===== config.mk =====
export PLATFORM = sky130hd
export DESIGN_NAME = au_lead_det_pipe
export DESIGN_NICKNAME = d
export VERILOG_FILES = /design/src/rtl/au_lead_det_pipe.sv
export SDC_FILE = /design/constraint.sdc
export NUM_CORES = 1
export LEC_CHECK = 0
export CORE_ASPECT_RATIO = 1.5
export CORE_MARGIN = 3
export CORE_UTILIZATION = 25
export CTS_BUF_LIST = sky130_fd_sc_hd__clkbuf_4 sky130_fd_sc_hd__clkbuf_8
export DETAILED_ROUTE_END_ITERATION = 10
export SYNTH_ARGS = -nofsm -noshare
export SYNTH_HDL_FRONTEND = slang
export SYNTH_SLANG_ARGS = --single-unit

===== constraint.sdc =====
create_clock -name clk -period 2.18 [get_ports clk]
set_input_delay 0.545 -clock clk [delete_from_list [all_inputs] [get_ports clk]]
set_output_delay 0.545 -clock clk [all_outputs]
set_load 0.02 [all_outputs]

===== src/rtl/au_lead_det_pipe.sv =====
// rtl/au_lead_det_pipe.sv - pipelined valid/ready leading-bit detector
//
// Searches a word from the MSB for the first '0' (in_mode=0) or the first
// '1' (in_mode=1) and returns the one-hot position, the count of bits above
// it and a no-detect flag. One or two register stages, full backpressure.
//
// Parameters:
//   WIDTH    input word length (>= 2)
//   LATENCY  1: prefix, decode and encode feed one output register
//            2: stage 1 holds prefix result + mode-adjusted word,
//               stage 2 holds decoded position and count
//   CW       count width, fixed at $clog2(WIDTH+1)
//
// Ports:
//   clk, rst_n             clock (rising edge), async active-low reset
//   in_valid / in_ready    input handshake
//   in_a, in_mode          word to search, search polarity (travels with word)
//   out_valid / out_ready  output handshake
//   out_z                  one-hot position of detected bit, 0 if none
//   out_cnt                WIDTH-1-index of detected bit, WIDTH if none
//   out_no_det             1 when no target bit is present
module au_lead_det_pipe #(
    parameter  int WIDTH   = 8,
    parameter  int LATENCY = 1,
    localparam int CW      = $clog2(WIDTH + 1)
) (
    input  logic             clk,
    input  logic             rst_n,
    input  logic             in_valid,
    output logic             in_ready,
    input  logic [WIDTH-1:0] in_a,
    input  logic             in_mode,
    output logic             out_valid,
    input  logic             out_ready,
    output logic [WIDTH-1:0] out_z,
    output logic [CW-1:0]    out_cnt,
    output logic             out_no_det
);

    // p[i] = AND of b[WIDTH-1:i]; a running AND from the MSB down.
    function automatic logic [WIDTH-1:0] prefix_and(input logic [WIDTH-1:0] b);
        logic [WIDTH-1:0] p;
        p[WIDTH-1] = b[WIDTH-1];
        for (int i = WIDTH - 2; i >= 0; i--) begin
            p[i] = p[i+1] & b[i];
        end
        return p;
    endfunction

    // The first zero of b below an all-ones prefix is the detected bit.
    function automatic logic [WIDTH-1:0] decode_z(input logic [WIDTH-1:0] p,
                                                  input logic [WIDTH-1:0] b);
        logic [WIDTH-1:0] z;
        z[WIDTH-1] = ~b[WIDTH-1];
        for (int i = 0; i < WIDTH - 1; i++) begin
            z[i] = p[i+1] & ~b[i];
        end
        return z;
    endfunction

    // p is thermometer-shaped (set bits are contiguous from the MSB), so its
    // population count is the leading-ones run length, saturating at WIDTH.
    function automatic logic [CW-1:0] encode_cnt(input logic [WIDTH-1:0] p);
        logic [CW-1:0] cnt;
        cnt = '0;
        for (int i = 0; i < WIDTH; i++) begin
            cnt = cnt + CW'(p[i]);
        end
        return cnt;
    endfunction

    // Holds in_ready low during reset and for the clock after release, so the
    // first accept happens on a clean edge.
    logic alive_q;

    always_ff @(posedge clk or negedge rst_n) begin
        if (!rst_n) begin
            alive_q <= 1'b0;
        end else begin
            alive_q <= 1'b1;
        end
    end

    logic             in_accept;
    logic [WIDTH-1:0] b_in;

    assign in_accept = in_valid & in_ready;
    assign b_in      = in_mode ? ~in_a : in_a;

    generate
        if (LATENCY == 1) begin : g_lat1

            logic             v0_q, v0_d;
            logic             adv0;
            logic [WIDTH-1:0] p_in;
            logic [WIDTH-1:0] z_q, z_d;
            logic [CW-1:0]    cnt_q, cnt_d;
            logic             nd_q, nd_d;

            assign adv0     = v0_q & out_ready;
            assign in_ready = alive_q & (~v0_q | adv0);

            always_comb begin
                p_in  = prefix_and(b_in);
                v0_d  = in_accept ? 1'b1 : (adv0 ? 1'b0 : v0_q);
                z_d   = z_q;
                cnt_d = cnt_q;
                nd_d  = nd_q;
                if (in_accept) begin
                    z_d   = decode_z(p_in, b_in);
                    cnt_d = encode_cnt(p_in);
                    nd_d  = p_in[0];
                end
            end

            always_ff @(posedge clk or negedge rst_n) begin
                if (!rst_n) begin
                    v0_q  <= 1'b0;
                    z_q   <= '0;
                    cnt_q <= '0;
                    nd_q  <= 1'b0;
                end else begin
                    v0_q  <= v0_d;
                    z_q   <= z_d;
                    cnt_q <= cnt_d;
                    nd_q  <= nd_d;
                end
            end

            assign out_valid  = v0_q;
            assign out_z      = z_q;
            assign out_cnt    = cnt_q;
            assign out_no_det = nd_q;

        end else begin : g_lat2

            // Stage 1: prefix result and mode-adjusted word.
            logic             v0_q, v0_d;
            logic [WIDTH-1:0] p0_q, p0_d;
            logic [WIDTH-1:0] b0_q, b0_d;
            // Stage 2: decoded position, count and no-detect flag.
            logic             v1_q, v1_d;
            logic [WIDTH-1:0] z_q, z_d;
            logic [CW-1:0]    cnt_q, cnt_d;
            logic             nd_q, nd_d;
            logic             adv0, adv1;

            assign adv1     = v1_q & out_ready;
            // Stage 1 moves into an empty stage 2 even while the output is
            // stalled, so bubbles collapse.
            assign adv0     = v0_q & (~v1_q | adv1);
            assign in_ready = alive_q & (~v0_q | adv0);

            always_comb begin
                v0_d  = in_accept ? 1'b1 : (adv0 ? 1'b0 : v0_q);
                v1_d  = adv0 ? 1'b1 : (adv1 ? 1'b0 : v1_q);
                p0_d  = p0_q;
                b0_d  = b0_q;
                z_d   = z_q;
                cnt_d = cnt_q;
                nd_d  = nd_q;
                if (in_accept) begin
                    p0_d = prefix_and(b_in);
                    b0_d = b_in;
                end
                if (adv0) begin
                    z_d   = decode_z(p0_q, b0_q);
                    cnt_d = encode_cnt(p0_q);
                    nd_d  = p0_q[0];
                end
            end

            always_ff @(posedge clk or negedge rst_n) begin
                if (!rst_n) begin
                    v0_q  <= 1'b0;
                    p0_q  <= '0;
                    b0_q  <= '0;
                    v1_q  <= 1'b0;
                    z_q   <= '0;
                    cnt_q <= '0;
                    nd_q  <= 1'b0;
                end else begin
                    v0_q  <= v0_d;
                    p0_q  <= p0_d;
                    b0_q  <= b0_d;
                    v1_q  <= v1_d;
                    z_q   <= z_d;
                    cnt_q <= cnt_d;
                    nd_q  <= nd_d;
                end
            end

            assign out_valid  = v1_q;
            assign out_z      = z_q;
            assign out_cnt    = cnt_q;
            assign out_no_det = nd_q;

        end
    endgenerate

endmodule

Word-level counts from Yosys, hierarchy flattened. Index checks and enable logic that the tools add are counted.

Bits in registers: 15. Logic and storage cells: 44.

Multiplexer cells: 3. Add/subtract/negate cells: 7. Bitwise logic cells: 28. Reductions and logical operators: 1.

Operators with widths (count): $and A1 B1 Y1 (17); $add A4 B1 Y4 (4); $not A1 Y1 (9); $mux W8 (1); $not A8 Y8 (1); $add A3 B1 Y4 (1); $add A2 B1 Y3 (1); $add A1 B1 Y2 (1); $mux W1 (2); $reduce_bool A2 Y1 (1); $or A1 B1 Y1 (1).

Depth between registers and ports, before layout. Gate-level depths: netlist of the first run.

Depth after elaboration: 16. Mapped depth: 13.

Worst setup path before layout of the first run. Ideal clock, no wire load.

Path type: input port to flip-flop. From: input port in_a[5]. To: register g_lat1.cnt_q[2] (netlist: out_cnt[2]). Buffers on the path: 0. Data arrival time: 3.685 ns. Setup time: 0.083 ns. Stages: 12. Slack: -1.588 ns. Data required time: 2.097 ns. Cells stage by stage: nor4b_4 a22oi_4 or3_1 fa_1 fa_1 fa_1 inv_1 ha_1 inv_1 fa_1 xor2_1 o21ai_0.

Word-level cells in the longest chain between the ends: 15.

Ends and longest elaborated chain: from (decl) (RTL line 31) `input logic [WIDTH-1:0] in_a,`; $not A8 Y8 (RTL line 88) `assign b_in = in_mode ? ~in_a : in_a;`; $mux W8 * (RTL line 88); $and A1 B1 Y1 * (RTL line 45) `p[i] = p[i+1] & b[i];`; $and A1 B1 Y1 (5 in series) (RTL line 45); $add A1 B1 Y2 (RTL line 67) `cnt = cnt + CW'(p[i]);`; $add A2 B1 Y3 (RTL line 67); $add A3 B1 Y4 (RTL line 67); $add A4 B1 Y4 (RTL line 67); $add A4 B1 Y4 * (3 in series) (RTL line 67); to (signal assigned) (RTL line 125) `cnt_q <= cnt_d;`; to (decl) (RTL line 97) `logic [CW-1:0] cnt_q, cnt_d;`.

Every way passes the cells marked *; elsewhere a longest branch is shown, timed or not. A chain may end at the register's enable or synchronous reset.

Final worst setup path of the first run.
From: input port in_mode. To: register g_lat1.cnt_q[1] (netlist: out_cnt[1]).

Word-level cells in the longest chain between the ends: 15.

Ends and longest elaborated chain: from (decl) (RTL line 32) `input logic in_mode,`; $mux W8 * (RTL line 88); $and A1 B1 Y1 (7 in series) (RTL line 45); $add A1 B1 Y2 (RTL line 67); $add A2 B1 Y3 (RTL line 67); $add A3 B1 Y4 (RTL line 67); $add A4 B1 Y4 (3 in series) (RTL line 67); $add A4 B1 Y4 * (RTL line 67).

Marks and branches as above.

==> impl_metrics.yaml, run 1 <==
global_routing:
  grt_pass1_vias: 966
  groute.usage.overall_pct: 11.0
  grt_max_degree: 16
  grt_pass1_wl_um: 3910
  antenna_found_initial: 0
  overflow: 0
sta:
  relSlewSlack_pct: 57.7
  finalCritPeriodShare_pct: 161
  postLayoutSetupSlackWorst_ns: -1.34
  maxSlewViolCount: 0
  skew_ns: 0.00244
  tightest_slew_ns: 0.633
  hold_viol_final: 0
  setup-violations-final: 4
  rsz0062_at_grt: "yes"
  finalSetupTns_ns: -4.88
  period_minus_slack_ns: 3.52
  max_freq_ghz: 0.284
setup_path:
  crit_top_cell: "fa_1"
  path_max_fanout: 6
  r2r_start: "out_valid$_DFFE_PN0P_"
  crit_required_ns: 2.31
  cp-end-kind: "flip-flop"
  cp-start-kind: "primary input"
  critPathKind: "in -> reg"
  crit_slowest_cell: "fa_1"
  arrival_ns: 3.65
  cp_slowest_stage_delay_ns: 0.56
  path_cells: "buf_6 -> and4b_4 -> a22oi_4 -> or3_4 -> fa_1 -> fa_1 -> fa_1 -> inv_2 -> ha_4 -> inv_2 -> fa_2 -> o21ai_1"
  crit_start: "in_mode"
finish:
  layout_commonest_cell: "buf_4"
  finalNetCount: 174
  regArea_um2: 375
  fillerInstances: 327
  multi_input_area_um2: 594
  drive_gt1_share_pct: 42.5
  area_growth_syn_to_layout_pct: 71.6
  design_area_um2: 1640
  final_cell_mix: "buf_4, clkdlybuf4s50_1, dfrtp_1"
  fin_util_pct: 46.3
  antenna_cells: 0
routing:
  drt-pass1-iter-count: 4
  drt_wl_total_um: 2370
  drt-initial-drc-count: 7
  viasPerCell: 4.62
  ant_nets: 0
  routedWlPerCell_um: 12.1
  drc: 0
  num_vias: 901
power:
  finalPower_uw: 830
  cellLeakagePower_nw: 0.792
  powerDensity_nw_per_um2: 505
  ir_drop_uv: 375
synth:
  synth-async-reset-ratio_pct: 100
  synth_cells: 90
  synth.area.mux_share_pct: 5.49
  yosysWarnings: 0
  synth_top_flop_cell: "dfrtp_1"
  synth_top_family_by_area: "compound AO/OA/AOI/OAI gates"
  avgSynthCellArea_um2: 10.6
  synth_edf_count: 0
  synth-compound-area-share_pct: 17.0
  yosysSeqAreaShare_pct: 39.2
  synth-xor-area-share_pct: 6.41
  synth_area_um2: 957
  synth_fa_ha_area_share_pct: 12.3
  syn-num-nets: 110
  synth_cell_types: 30
  synth-simple-area-share_pct: 14.0
  ys_seq_elements: 15
clock_tree:
  cts_tree: "built"
  clk_latency_ns: 0.24
  clk_path_buf_depth: 2
  cts_htree_levels: 1
  cts_buffers: 3
  numClockSinks: 15
  clk_pin_slew_ns: 0.06
  root_buffer: "clkbuf_8"
place:
  io_buffers: 27
  place_hpwl_um: 1940
  placed_cell_area_um2: 1490
  gp_congestion: 0.764
floorplanning:
  die_height_um: 81.8
  dieArea_um2: 4620
  die-width_um: 56.5
  io_pins: 28
  core-area_um2: 3550
  rows: 26
  initial_core_util_pct: 27.0
worst_hold_path:
  hp-start: "out_cnt[1]$_DFFE_PN0P_"
  hp-class: "reg -> reg"
job:
  max_cap_violations: 0
status:
  violations: "negative setup slack"
  status: "finished with violations"
## logic make-up (layout without fill, tap and decap cells)
kind of cell               after synthesis  after routing
AOI/OAI and AO/OA                       24             24
xor gates and xnor gates                 7              7
adders and majority gates                7              7
buffers and inverters                   12             75
DFF                                     15             15
muxes                                    5              5
other                                    1              1
and+or+nand+nor                         19             19
## cell usage after synthesis (3+ instances only)
cell	number	area share, %
clkbuf_1	3	1.2
dfrtp_1	15	39
fa_1	4	8.4
ha_1	3	3.9
inv_1	7	2.7
mux2i_1	3	3.1
nor2_1	4	1.6
nor2b_1	4	2.6
o21ai_0	12	6.3
o31ai_1	6	4.7
xor2_1	6	5.5
## where the power goes
group / internal, mW / switching [mW] / leakage (nW)
Clock: 0.126 / 0.0959 / 0.0255
Sequential: 0.305 / 0.0136 / 0.198
Combinational: 0.158 / 0.131 / 0.568
Total: 0.589 / 0.241 / 0.792
## layer usage
layer	up-vias	global-route usage (%)	wire length, um
met5	-	0	0
li1	436	-	-
met2	28	21.9	1360
met1	433	9.80	846
met4	0	8.31	63
met3	4	1.26	98
## cell type report
cell class | count | share of cell area (%)
Clock inverter | 1 | 0.305
Sequential cell | 15 | 22.8
Tap cell | 42 | 3.20
Clock buffer | 3 | 2.51
Timing Repair Buffer | 64 | 33.4
Inverter | 7 | 1.60
Multi-Input combinational cell | 63 | 36.2
## path summary, 6_finish.rpt
kind / cells after the start / slack (ns) / endpoint
setup / recovery: 12 / -1.34 / out_cnt[1]$_DFFE_PN0P_
hold / removal: 2 / 0.51 / out_cnt[1]$_DFFE_PN0P_
setup reg to reg: 5 / 0.58 / out_z[0]$_DFFE_PN0P_
hold reg to reg: 2 / 0.51 / out_cnt[1]$_DFFE_PN0P_
max in group asynchronous: 1 / 1.08 / out_cnt[0]$_DFFE_PN0P_
min in group asynchronous: 1 / 0.69 / out_z[1]$_DFFE_PN0P_
## metrics by stage
step	cells	hold slack, ns	setup WS [ns]
2_1_floorplan	90	0.249	-1.51
3_3_place_gp	181	0.494	-2.01
3_5_place_dp	181	0.504	-2.09
4_1_cts	193	0.518	-1.36
5_1_grt	195	0.522	-1.43
6_report	195	0.509	-1.34
## what timing repair did
item,CTS,global route
setup buffers,8,2
hold buffers,0,0
gates cloned,0,0
pin swaps,8,7
setup endpoints to repair,5,4
gates resized for setup,38,6
## sequential cells by signal, summed over array words and instances, names as in the netlist
register and cells:
out_z 8, out_cnt 4, alive_q 1, out_no_det 1, out_valid 1
## critical path: cells and delay by family
family	cells	cell delay [ns]
adder cells (fa/ha/maj)	5	2.07
AND/OR/NAND/NOR	2	0.67
buffers and inverters	3	0.22
AO/OA/AOI/OAI	2	0.13
(Power assumes the default switching activity.)
==> inputs of run 2 (changes only) <==
--- a/config.mk
+++ b/config.mk
@@ -9,7 +9,9 @@
 export CORE_MARGIN = 3
 export CORE_UTILIZATION = 25
 export CTS_BUF_LIST = sky130_fd_sc_hd__clkbuf_4 sky130_fd_sc_hd__clkbuf_8
+export CTS_CLUSTER_SIZE = 40
 export DETAILED_ROUTE_END_ITERATION = 10
 export SYNTH_ARGS = -nofsm -noshare
 export SYNTH_HDL_FRONTEND = slang
 export SYNTH_SLANG_ARGS = --single-unit
+export TNS_END_PERCENT = 20
==> run 2 against run 1 <==
The run still ends with negative setup slack left. Clock power increased by 8%. Cell count unchanged. Fmax decreased by 1.2%. Final area increased by 4.0%. Largest power group unchanged. Critical endpoint unchanged. Count of clock-buffer cells in the layout increased by 1. Worst setup slack got worse by 0.043 ns. Sequential power about the same.
==> impl_metrics.yaml, run 2 (synthesis gave the netlist of run 1 again) <==
finish:
  layout_commonest_cell: "buf_4"
  drive_gt1_share_pct: 45.1
  antenna_cells: 0
  finalNetCount: 174
  final_cell_mix: "buf_4, clkdlybuf4s50_1, dfrtp_1"
  multi_input_area_um2: 639
  area_growth_syn_to_layout_pct: 78.6
  fillerInstances: 333
  regArea_um2: 375
  fin_util_pct: 48.2
  largest_reg_flops: 8
power:
  clockPowerShare_pct: 28.0
  intPower_uw: 602
  ir_drop_uv: 338
  p_comb_share_pct: 34.8
  powerDensity_nw_per_um2: 501
  switching_share_pct: 29.7
  finalPower_uw: 857
  seqPwrFrac_pct: 37.2
  cellLeakagePower_nw: 0.823
  net-switching-power_uw: 254
global_routing:
  groute.usage.overall_pct: 13.0
  antenna_found_initial: 0
  overflow: 0
  grt_max_degree: 16
  grt_pass1_vias: 990
  grt_pass1_wl_um: 4640
routing:
  drt-initial-drc-count: 9
  routedWlPerCell_um: 14.4
  num_vias: 898
  viasPerCell: 4.61
  drc: 0
  ant_nets: 0
  drt-pass1-iter-count: 4
  drt_wl_total_um: 2810
setup_path:
  cp-end-kind: "flip-flop"
  critPathCapture: "out_cnt[1]$_DFFE_PN0P_"
  crit_required_ns: 2.31
  r2r_start: "out_valid$_DFFE_PN0P_"
  r2r_setup_slack_ns: 0.55
  critPathKind: "in -> reg"
  cp-start-kind: "primary input"
  worstRegToRegCells: 5
  path_max_fanout: 3
  rr_endpoint: "out_z[0]$_DFFE_PN0P_"
  arrival_ns: 3.70
  crit_start: "in_a[7]"
floorplanning:
  die_height_um: 81.8
  die-width_um: 56.5
  rows: 26
  core-area_um2: 3550
  dieArea_um2: 4620
  initial_core_util_pct: 27.0
  io_pins: 28
sta:
  postLayoutSetupSlackWorst_ns: -1.38
  setup-violations-final: 8
  rsz0062_at_grt: "yes"
  finalSetupTns_ns: -6.12
  period_minus_slack_ns: 3.56
  skew_ns: 0.00416
  maxSlewViolCount: 0
  finalCritPeriodShare_pct: 163
  max_freq_ghz: 0.281
  hold_viol_final: 0
place:
  gp_congestion: 0.786
  place_hpwl_um: 1920
  io_buffers: 27
worst_hold_path:
  hp-class: "reg -> reg"
clock_tree:
  cts_htree_levels: 1
  cts_tree: "built"
  numClockSinks: 15
  root_buffer: "clkbuf_8"
  clk_latency_ns: 0.25
  clk_pin_slew_ns: 0.06
  cts_buffers: 3
  postCtsHoldBufs: 0
  clk_path_buf_depth: 2
status:
  status: "finished with violations"
  violations: "negative setup slack"
job:
  max_cap_violations: 0
run 2: cell count changes in the layout (fill, tap and decap cells not counted), sizes merged:
cell,previous run,this run
clkbuf,3,4
clkinv,1,0
run 2: worst max-delay path, cell delays in order:
cell	delay, ns
buf_8	0.10
nor4b_4	0.34
a22oi_4	0.09
or3_4	0.34
fa_1	0.47
fa_1	0.57
fa_1	0.44
inv_2	0.08
ha_4	0.13
inv_2	0.03
fa_2	0.52
o21ai_2	0.05
run 2: layer usage:
layer | up-vias | share of wire, % | GRT usage [%] | routed length [um]
met5 | - | 0 | 0 | 0
met4 | 0 | 1.2 | 4.28 | 35
met3 | 3 | 3.5 | 1.42 | 99
met2 | 23 | 56 | 25.1 | 1580
met1 | 437 | 39 | 14.6 | 1100
li1 | 435 | - | - | -
run 2: worst min path at each step:
stage          slack (ns)                      to              startpoint  depth (start not counted)
2_1_floorplan        0.25       alive_q$_DFF_PN0_                   rst_n                          0
3_3_place_gp         0.49  out_cnt[1]$_DFFE_PN0P_  out_cnt[1]$_DFFE_PN0P_                          2
3_5_place_dp         0.50  out_cnt[2]$_DFFE_PN0P_  out_cnt[2]$_DFFE_PN0P_                          2
4_1_cts              0.52    out_z[4]$_DFFE_PN0P_    out_z[4]$_DFFE_PN0P_                          2
5_1_grt              0.54    out_z[7]$_DFFE_PN0P_    out_z[7]$_DFFE_PN0P_                          1
6_report             0.51    out_z[4]$_DFFE_PN0P_    out_z[4]$_DFFE_PN0P_                          2
run 2: repair_timing:
action                     in CTS  in global routing
gates resized for setup        47                 13
buffers inserted               13                  2
setup endpoints to repair       5                  8
pin swaps                      12                  7
run 2: layout make-up:
class	count	share of cell area [%]
sequential	15	22.0
tap	42	3.07
inverter	7	1.54
multi-input combinational	63	37.4
clock buffer	4	2.86
timing repair buffer	64	33.2
run 2: power groups by stage:
stage	clock network, mW	logic (mW)	registers (mW)
2_1_floorplan	0	0.0874	0.353
3_3_place_gp	0	0.253	0.323
3_5_place_dp	0	0.258	0.323
4_1_cts	0.246	0.280	0.319
5_1_grt	0.257	0.320	0.322
6_report	0.240	0.298	0.319
run 2: per-stage QoR:
stage,setup slack (ns),area (um2),hold slack [ns],cells
final,-1.38,1710,0.513,195
after global placement,-2.07,1440,0.485,176
after CTS,-1.42,1650,0.517,193
after global routing,-1.46,1710,0.538,195
after detailed placement,-2.15,1440,0.500,176
after floorplan,-1.53,975,0.249,90
